==> src/rtl/rv_imem_loader_pkg.sv <==
// Shared types and sizing for the instruction-memory loader.
// DEPTH and the timeout default describe the standard 64 Kword build.
package rv_loader_pkg;

  typedef enum logic [2:0] {
    IDLE,
    CNT_LO,
    CNT_HI,
    DATA,
    WRITE,
    DONE,
    ERR
  } loader_state_t;

  localparam int DEFAULT_IMEM_SIZE = 64;
  localparam int DEPTH             = DEFAULT_IMEM_SIZE * 1024;
  localparam int DEFAULT_TIMEOUT   = 1000000;

  // Depth in words at the 17-bit width used for the word-count check
  function automatic logic [16:0] depth17(input int imem_size);
    return 17'(imem_size * 1024);
  endfunction

endpackage

==> src/rtl/rv_imem_loader_if.sv <==
// Host-link, instruction-memory write and status signals of the loader.
// The slave side is the loader; the master side is the host/memory side.
interface rv_imem_loader_if;
  logic        load_start;
  logic        byte_valid;
  logic [7:0]  byte_data;
  logic        byte_ready;
  logic        instr_wr_en;
  logic [31:0] instr_in;
  logic [15:0] addr;
  logic        core_hold;
  logic        done;
  logic        error;
  logic [15:0] words_loaded;

  modport slave (
    input  load_start, byte_valid, byte_data,
    output byte_ready, instr_wr_en, instr_in, addr, core_hold, done, error, words_loaded
  );

  modport master (
    output load_start, byte_valid, byte_data,
    input  byte_ready, instr_wr_en, instr_in, addr, core_hold, done, error, words_loaded
  );
endinterface

==> src/rtl/rv_imem_loader_packer.sv <==
// Little-endian byte-to-word assembler. The word is presented combinationally
// with the 4th byte in place, so the loader can register it on that same edge.
module rv_byte_packer (
  input  logic        clk,
  input  logic        rst,
  input  logic        i_clr,
  input  logic        i_accept,
  input  logic [7:0]  i_byte,
  output logic [31:0] o_word,
  output logic        o_word_vld
);

  logic [1:0]      r_idx;
  logic [2:0][7:0] r_bytes;

  assign o_word     = {i_byte, r_bytes[2], r_bytes[1], r_bytes[0]};
  assign o_word_vld = i_accept && (r_idx == 2'd3);

  always_ff @(posedge clk or posedge rst) begin
    if (rst) begin
      r_idx   <= 2'd0;
      r_bytes <= '0;
    end else if (i_clr) begin
      r_idx <= 2'd0;
    end else if (i_accept) begin
      r_idx <= r_idx + 2'd1;
      case (r_idx)
        2'd0:    r_bytes[0] <= i_byte;
        2'd1:    r_bytes[1] <= i_byte;
        2'd2:    r_bytes[2] <= i_byte;
        default: ;
      endcase
    end
  end

endmodule

==> src/rtl/rv_imem_loader.sv <==
// Loads a count-prefixed little-endian word stream into instruction memory
// at consecutive addresses from 0, holding the core in reset meanwhile.
module rv_imem_loader
  import rv_loader_pkg::*;
#(
  parameter int IMEM_SIZE      = DEFAULT_IMEM_SIZE,
  parameter int TIMEOUT_CYCLES = DEFAULT_TIMEOUT
) (
  input  logic           clk,
  input  logic           rst,
  rv_imem_loader_if.slave bus
);

  localparam int                IDLE_W     = $clog2(TIMEOUT_CYCLES + 1);
  localparam logic [16:0]       L_DEPTH    = depth17(IMEM_SIZE);
  localparam logic [IDLE_W-1:0] L_IDLE_MAX = IDLE_W'(TIMEOUT_CYCLES - 1);

  loader_state_t     r_state;
  logic [15:0]       r_count;
  logic [16:0]       r_wcnt;
  logic [IDLE_W-1:0] r_idle;
  logic              r_byte_ready;
  logic              r_instr_wr_en;
  logic [31:0]       r_instr_in;
  logic [15:0]       r_addr;
  logic              r_core_hold;
  logic              r_done;
  logic              r_error;
  logic [15:0]       r_words_loaded;

  logic        w_accept;
  logic        w_in_rx;
  logic        w_timeout;
  logic        w_start;
  logic [15:0] w_cnt;
  logic [31:0] w_word;
  logic        w_word_vld;

  assign w_accept  = bus.byte_valid && r_byte_ready;
  assign w_in_rx   = (r_state == CNT_LO) || (r_state == CNT_HI) || (r_state == DATA);
  assign w_timeout = w_in_rx && !w_accept && (r_idle == L_IDLE_MAX);
  assign w_start   = bus.load_start &&
                     ((r_state == IDLE) || (r_state == DONE) || (r_state == ERR));
  assign w_cnt     = {bus.byte_data, r_count[7:0]};

  rv_byte_packer u_packer (
    .clk        (clk),
    .rst        (rst),
    .i_clr      ((r_state != DATA) && (r_state != WRITE)),
    .i_accept   (w_accept && (r_state == DATA)),
    .i_byte     (bus.byte_data),
    .o_word     (w_word),
    .o_word_vld (w_word_vld)
  );

  always_ff @(posedge clk or posedge rst) begin
    if (rst) begin
      r_state        <= IDLE;
      r_count        <= '0;
      r_wcnt         <= '0;
      r_idle         <= '0;
      r_byte_ready   <= 1'b0;
      r_instr_wr_en  <= 1'b0;
      r_instr_in     <= '0;
      r_addr         <= '0;
      r_core_hold    <= 1'b0;
      r_done         <= 1'b0;
      r_error        <= 1'b0;
      r_words_loaded <= '0;
    end else begin
      r_instr_wr_en <= 1'b0;
      r_done        <= 1'b0;

      if (w_start) begin
        r_state        <= CNT_LO;
        r_core_hold    <= 1'b1;
        r_error        <= 1'b0;
        r_words_loaded <= '0;
        r_wcnt         <= '0;
        r_idle         <= '0;
        r_byte_ready   <= 1'b1;
      end else if (w_timeout) begin
        // Any partial word is dropped; already-written words stay in memory
        r_state      <= ERR;
        r_error      <= 1'b1;
        r_byte_ready <= 1'b0;
      end else begin
        if (w_in_rx)
          r_idle <= w_accept ? '0 : r_idle + 1'b1;

        case (r_state)
          CNT_LO: if (w_accept) begin
            r_count[7:0] <= bus.byte_data;
            r_state      <= CNT_HI;
          end
          CNT_HI: if (w_accept) begin
            r_count <= w_cnt;
            if (w_cnt == 16'd0) begin
              r_state      <= DONE;
              r_done       <= 1'b1;
              r_core_hold  <= 1'b0;
              r_byte_ready <= 1'b0;
            end else if ({1'b0, w_cnt} > L_DEPTH) begin
              r_state      <= ERR;
              r_error      <= 1'b1;
              r_byte_ready <= 1'b0;
            end else begin
              r_state <= DATA;
            end
          end
          DATA: if (w_word_vld) begin
            r_state       <= WRITE;
            r_instr_wr_en <= 1'b1;
            r_instr_in    <= w_word;
            r_addr        <= r_wcnt[15:0];
            r_byte_ready  <= 1'b0;
          end
          WRITE: begin
            r_wcnt         <= r_wcnt + 17'd1;
            r_words_loaded <= r_words_loaded + 16'd1;
            if (r_wcnt + 17'd1 == {1'b0, r_count}) begin
              r_state     <= DONE;
              r_done      <= 1'b1;
              r_core_hold <= 1'b0;
            end else begin
              r_state      <= DATA;
              r_byte_ready <= 1'b1;
              r_idle       <= '0;
            end
          end
          DONE:    r_state <= IDLE;
          default: ;
        endcase
      end
    end
  end

  assign bus.byte_ready   = r_byte_ready;
  assign bus.instr_wr_en  = r_instr_wr_en;
  assign bus.instr_in     = r_instr_in;
  assign bus.addr         = r_addr;
  assign bus.core_hold    = r_core_hold;
  assign bus.done         = r_done;
  assign bus.error        = r_error;
  assign bus.words_loaded = r_words_loaded;

endmodule

==> src/flat_wrapper.sv <==
// flat-port wrapper written by rule: the top's interface ports become plain ports
module rv_imem_loader_flat import rv_loader_pkg::*;
#(
  parameter int IMEM_SIZE      = DEFAULT_IMEM_SIZE,
  parameter int TIMEOUT_CYCLES = DEFAULT_TIMEOUT
)
  (clk, rst, bus_load_start, bus_byte_valid, bus_byte_data, bus_byte_ready, bus_instr_wr_en, bus_instr_in, bus_addr, bus_core_hold, bus_done, bus_error, bus_words_loaded);
  rv_imem_loader_if bus_i ();
  input  logic clk;
  input  logic rst;
  input wire logic [$bits(bus_i.load_start)-1:0] bus_load_start;
  input wire logic [$bits(bus_i.byte_valid)-1:0] bus_byte_valid;
  input wire logic [$bits(bus_i.byte_data)-1:0] bus_byte_data;
  output wire logic [$bits(bus_i.byte_ready)-1:0] bus_byte_ready;
  output wire logic [$bits(bus_i.instr_wr_en)-1:0] bus_instr_wr_en;
  output wire logic [$bits(bus_i.instr_in)-1:0] bus_instr_in;
  output wire logic [$bits(bus_i.addr)-1:0] bus_addr;
  output wire logic [$bits(bus_i.core_hold)-1:0] bus_core_hold;
  output wire logic [$bits(bus_i.done)-1:0] bus_done;
  output wire logic [$bits(bus_i.error)-1:0] bus_error;
  output wire logic [$bits(bus_i.words_loaded)-1:0] bus_words_loaded;
  assign bus_i.load_start = bus_load_start;
  assign bus_i.byte_valid = bus_byte_valid;
  assign bus_i.byte_data = bus_byte_data;
  assign bus_byte_ready = bus_i.byte_ready;
  assign bus_instr_wr_en = bus_i.instr_wr_en;
  assign bus_instr_in = bus_i.instr_in;
  assign bus_addr = bus_i.addr;
  assign bus_core_hold = bus_i.core_hold;
  assign bus_done = bus_i.done;
  assign bus_error = bus_i.error;
  assign bus_words_loaded = bus_i.words_loaded;
  rv_imem_loader #(.IMEM_SIZE(IMEM_SIZE), .TIMEOUT_CYCLES(TIMEOUT_CYCLES)) u_core (.clk(clk), .rst(rst), .bus(bus_i));
endmodule
==> config.mk <==
export PLATFORM = sky130hd
export DESIGN_NAME = rv_imem_loader_flat
export DESIGN_NICKNAME = d
export VERILOG_FILES = /design/src/rtl/rv_imem_loader_pkg.sv /design/src/rtl/rv_imem_loader_if.sv /design/src/rtl/rv_imem_loader_packer.sv /design/src/rtl/rv_imem_loader.sv /design/src/flat_wrapper.sv
export SDC_FILE = /design/constraint.sdc
export NUM_CORES = 1
export LEC_CHECK = 0
export CAP_MARGIN = 20
export CORE_ASPECT_RATIO = 1.5
export CORE_UTILIZATION = 45
export DETAILED_ROUTE_END_ITERATION = 6
export PLACE_DENSITY = 0.66
export SLEW_MARGIN = 15
export SYNTH_ARGS = -nofsm -noshare
export SYNTH_HDL_FRONTEND = slang
export SYNTH_SLANG_ARGS = --single-unit
==> constraint.sdc <==
create_clock -name clk -period 10.3 [get_ports clk]
set_clock_uncertainty 0.1 [all_clocks]
set_input_delay 1.545 -clock clk [delete_from_list [all_inputs] [get_ports clk]]
set_output_delay 1.545 -clock clk [all_outputs]
set_load 0.02 [all_outputs]
Yosys cells after proc, flatten, opt, wreduce, memory -nomap -nowiden --
Index checks and enable logic that the tools add are counted.
Storage, ports and cells: register bits after elaboration 151, bits of input ports 12
Operators by class: add/sub/neg operators 4, $lt $le $gt $ge 1, equal/unequal tests 23, muxes and demuxes 55, bitwise logic cells 4, reductions and logical operators 34
Operator list (number):
- two-way mux 20 bit | 6
- two-way mux 17 bit | 3
- two-way mux 16 bit | 3
- two-way mux 1 bit | 27
- two-way mux 3 bit | 8
- adder 20 x 1 -> 20 bit (second input constant) | 1
- equality test 20 bit (second input constant) | 1
- adder 17 x 1 -> 17 bit (second input constant) | 1
- equality test 17 x 16 -> 1 bit | 1
- greater-than comparator 16 x 17 -> 1 bit (second input constant) | 1
- adder 16 x 1 -> 16 bit (second input constant) | 1
- logical NOT 16 bit | 1
- case mux 8 bit (2 select lines) | 1
- AND reduction 4 bit | 4
- case mux 3 bit (5 select lines) | 1
- AND reduction 5 bit | 3
- nonzero test 3 bit | 4
- equality test 3 bit (second input constant) | 3
- inequality test 3 x 1 -> 1 bit (second input constant) | 3
- AND reduction 3 bit | 3
- two-way mux 8 bit | 1
- inequality test 4 x 1 -> 1 bit (second input constant) | 2
- inequality test 4 x 2 -> 1 bit (second input constant) | 2
- logical AND 1 bit | 7
- other kinds (21) | 33

Depth between registers and ports, before layout --
word-level depth 8, mapped depth 9

Modules after synthesis --
From an unflattened synthesis, not the netlist that was laid out.
Unflattened totals: cell total of the unflattened synthesis 674, area, all modules 7392.1 µm²
By module, submodules not included:
- rv_imem_loader | instances 1, cells each 600, area each 6241.0 µm², seq. area each 3128.0 µm²
- rv_byte_packer | instances 1, cells each 74, area each 1151.1 µm², seq. area each 650.6 µm²

Worst setup path after synthesis --
No wires, ideal clock.
path kind input to register, start input bus_byte_valid, end register u_core.r_addr[0] (netlist: u_core.bus.addr[0]), setup time 125 ps, data arrival time 2721 ps, data required time 10075 ps, slack 7355 ps, cell stages on the path 5, path buffers 1, path through nand2_1 -> nor2_1 -> nand2_1 -> clkbuf_1 -> mux2_2
On the way: cells in the longest elaborated chain, start to end 6, elaborated cells on any way between the ends 8, those cells by class 1 x bitwise; 7 x reduce/logical
Ends and longest elaborated chain:
- start, declared | RTL line flat_wrapper.sv:12 | input wire logic [$bits(bus_i.byte_valid)-1:0] bus_byte_valid;
- logical AND 1 bit * | RTL line rv_imem_loader.sv:39 | assign w_accept = bus.byte_valid && r_byte_ready;
- logical NOT 1 bit | RTL line rv_imem_loader.sv:41 | assign w_timeout = w_in_rx && !w_accept && (r_idle == L_IDLE_MAX);
- logical AND 1 bit (2 in series) | RTL line rv_imem_loader.sv:41
- NOT 1 bit (no source line)
- AND reduction 4 bit (no source line) *
- end signal, assigned | RTL line rv_imem_loader.sv:115 | r_addr <= r_wcnt[15:0];
- end, declared | RTL line rv_imem_loader.sv:25 | logic [15:0] r_addr;
Every way passes the cells marked *; elsewhere a longest branch is shown, timed or not. A chain may end at the register's enable or synchronous reset.

Worst setup path in the final report --
start input bus_load_start, end register u_core.r_words_loaded[14] (netlist: u_core.bus.words_loaded[14])
On the way: cells in the longest elaborated chain, start to end 3, elaborated cells on any way between the ends 5, those cells by class 1 x eq/ne; 1 x mux; 3 x reduce/logical
Ends and longest elaborated chain:
- start, declared | RTL line flat_wrapper.sv:11 | input wire logic [$bits(bus_i.load_start)-1:0] bus_load_start;
- logical AND 1 bit * | RTL line rv_imem_loader.sv:42 | assign w_start = bus.load_start &&
- inequality test 2 bit (no source line) or nonzero test 2 bit (tied branches)
- AND reduction 2 bit (no source line)
- end signal, assigned | RTL line rv_imem_loader.sv:120 | r_words_loaded <= r_words_loaded + 16'd1;
- end, declared | RTL line rv_imem_loader.sv:29 | logic [15:0] r_words_loaded;
Marks and branches as above.

==> out/qor.yml <==
met3_length_um: 614
globalplace.congestion: 0.833
power.switching_uw: 558
min_path_type: "reg -> reg"
vias: 5099
cp.arrival_ns: 3.64
yosys-top-cells-area: "dfrtp_1, mux2_2, xnor2_1"
ff_latch_area_um2: 3780
synthCells: 636
hold_viol_final: 0
cts_root_buf: "clkbuf_16"
cts_tree: "done"
power_density_nw_per_um2: 208
internal_power_mw: 1.23
grt_first_pass_wirelength_mm: 26.2
clkPwrFrac_pct: 33.4
rsz0062_at_grt: "false"
wl_met1_mm: 6.42
antenna_found_initial: 0
status: "completed"
core_area_um2: 15200
hold_buffers: 0
power_frac_comb_pct: 22.5
path_clk_slew_ns: 0.06
timing.final.max_slew_violations: 0
die_h_um: 155
pre_cts_ws_ns: 6.18
start_util_pct: 46.5
io_buffers: 80
std_cell_rows: 55
synth_mux_area_share_pct: 13.5
ys_dominant_reg_cell: "dfrtp_1"
routed_wl_mm: 15.8
grtUsageTotal_pct: 20.7
multiInputGateArea_um2: 3100
postRouteAntennaNets: 0
mostFrequentLayoutCell: "dfrtp_1"
synth_xor_area_share_pct: 6.07
yosysWarningCount: 0
setup_violations: 0
start_kind: "input port"
wl_per_cell_um: 17.2
ys_seq_area_share_pct: 53.5
cts_buffers: 17
syn_area_per_cell_um2: 11.1
sw_frac_of_total_pct: 31.2
clkLatencyLatePin_ns: 0.42
clk_path_buf_depth: 2
synthAdderAreaFrac_pct: 1.24
dp_hpwl_mm: 10.9
cts.sink_count: 151
die_w_um: 104
drv_cap: 0
yosysTopAreaCellShare_pct: 53.5
period_share_pct: 33.0
tightest_slew_ns: 1.06
viasPerCell: 5.53
maxSlewHeadroom_pct: 29.0
synth_top_family_by_area: "simple AND/OR/NAND/NOR gates"
power_leakage_nw: 3.74
dr.max_layer_used: "met4"
yosys.area_share.simple_pct: 14.2
dieArea_um2: 16200
syn_area_um2: 7070
io_pins: 81
grt_overflow: 0
crit_required_ns: 10.54
post_cts_resized: 0
fin_nets: 729
synth.net_count: 655
grt_pass1_vias: 5324
antenna_cells: 0
syn_to_final_growth_pct: 21.7
synth_compound_area_share_pct: 8.69
grt_max_degree: 92
synthArstFlopShare_pct: 100
tns_ns: 0
ys_ff_latch: 151
irDropWorstVdd_uv: 117
post-cts-setup-buffers: 0
synth_edf_count: 0
path_class: "in -> reg"
drive_gt1_share_pct: 18.7
min_period_ns: 3.40
remaining_drc_errors: 0
drt-initial-drc-count: 224
cts-htree-levels: 4
endpoint_kind: "flip-flop"
mostFrequentLayoutCells: "dfrtp_1, mux2_2, clkdlybuf4s50_1, nor2_1, nand2_1"
crit_fanout: 20
pwr-share-seq_pct: 44.1
drt-pass1-iter-count: 5
synth_top_cell_by_area: "dfrtp_1"
clock.fmax_mhz: 294
finalWorstSetupSlack_ns: 6.90
nFillCells: 1325
wl_met2_mm: 8.29
synth.distinct_cells: 57
[layout make-up]
| type | count | area share (%) |
|---|---|---|
| multi-input cells | 437 | 36.0 |
| repair buffers | 83 | 9.57 |
| clock inverters | 12 | 1.37 |
| well taps | 199 | 2.89 |
| flip-flops and latches | 151 | 43.9 |
| clock buffers | 20 | 5.31 |
| inverters | 20 | 0.931 |
[critical path: stages]
cell and delay [ns]:
clkdlybuf4s50_1 0.51, inv_1 0.09, o21a_1 0.47, nand4b_1 0.46
or3_1 0.42, a21oi_1 0.14
[logic make-up (layout without fill, tap and decap cells)]
logic type | after synthesis | after routing
multiplexers | 85 | 85
XOR/XNOR | 49 | 49
AO/OA/AOI/OAI | 100 | 100
adder cells (fa/ha/maj) | 7 | 7
buffers and inverters | 48 | 135
AND/OR/NAND/NOR | 196 | 196
flip-flops | 151 | 151
[stage by stage]
step / util, % / power, mW / instance area, µm² / cells / hold slack (ns)
after floorplan: - / 1.09 / 7070 / 636 / 0.351
after global placement: 52.7 / 1.18 / 8020 / 889 / 0.368
after detailed placement: 52.7 / 1.20 / 8020 / 889 / 0.383
after CTS: 56.5 / 1.80 / 8590 / 921 / 0.393
after global routing: 56.6 / 1.88 / 8600 / 922 / 0.416
final: 56.6 / 1.79 / 8600 / 922 / 0.392
[cell usage after synthesis (2+ instances only)]
library cell,n
dfrtp_1,151
mux2_2,84
nor2_1,60
nand2_1,51
o21ai_0,45
xnor2_1,35
inv_1,20
clkbuf_1,19
a21oi_1,15
nand3_1,15
xor2_1,14
nand4_1,13
nor3_1,11
or3_1,10
a31oi_1,7
buf_2,7
ha_1,7
nor4_1,6
o22ai_1,6
o31ai_1,6
and3_1,5
a22oi_1,3
and2_1,3
or4_1,3
a21boi_0,2
a31o_2,2
and4_1,2
nor2b_1,2
nor4_2,2
o21a_1,2
o41ai_1,2
[per-layer routing]
layer  global-route usage [%]  up-vias
met2                     37.0      145
met4                     10.1        0
met3                     4.19       39
li1                         -     2383
met5                        0        -
met1                     23.3     2532
[flip-flops by register name, indices dropped and copies added (netlist names)]
signal and flops:
u_core.r_count 16, u_core.bus.addr 16, u_core.r_idle 20, u_core.bus.done 1, u_core.u_packer.o_word 24, u_core.bus.core_hold 1
u_core.bus.byte_ready 1, u_core.bus.instr_in 32, u_core.u_packer.r_idx 2, u_core.bus.words_loaded 16, u_core.r_state 3, u_core.bus.error 1
u_core.r_wcnt 17, u_core.bus.instr_wr_en 1
[worst paths after layout]
path                                          start                           to  slack (ns)  cells past startpoint
worst max-delay path                 bus_load_start  u_core.bus.words_loaded[14]        6.90                      6
worst min-delay path            u_core.bus.addr[14]          u_core.bus.addr[14]        0.39                      2
worst max register to register    u_core.r_state[2]  u_core.bus.words_loaded[14]        7.06                      5
worst min register to register  u_core.bus.addr[14]          u_core.bus.addr[14]        0.39                      2
max in group asynchronous                       rst      u_core.bus.instr_in[24]        7.32                      3
min in group asynchronous                       rst             u_core.r_wcnt[1]        1.54                      2
[power groups by stage]
stage               Combinational, mW  Clock, mW  Sequential, mW
floorplan                       0.327          0           0.767
global placement                0.386          0           0.793
detailed placement              0.399          0           0.801
CTS                             0.403      0.612           0.790
global route                    0.444      0.634           0.806
finish                          0.402      0.598           0.790
No activity file was read; power rests on OpenSTA's default activity.
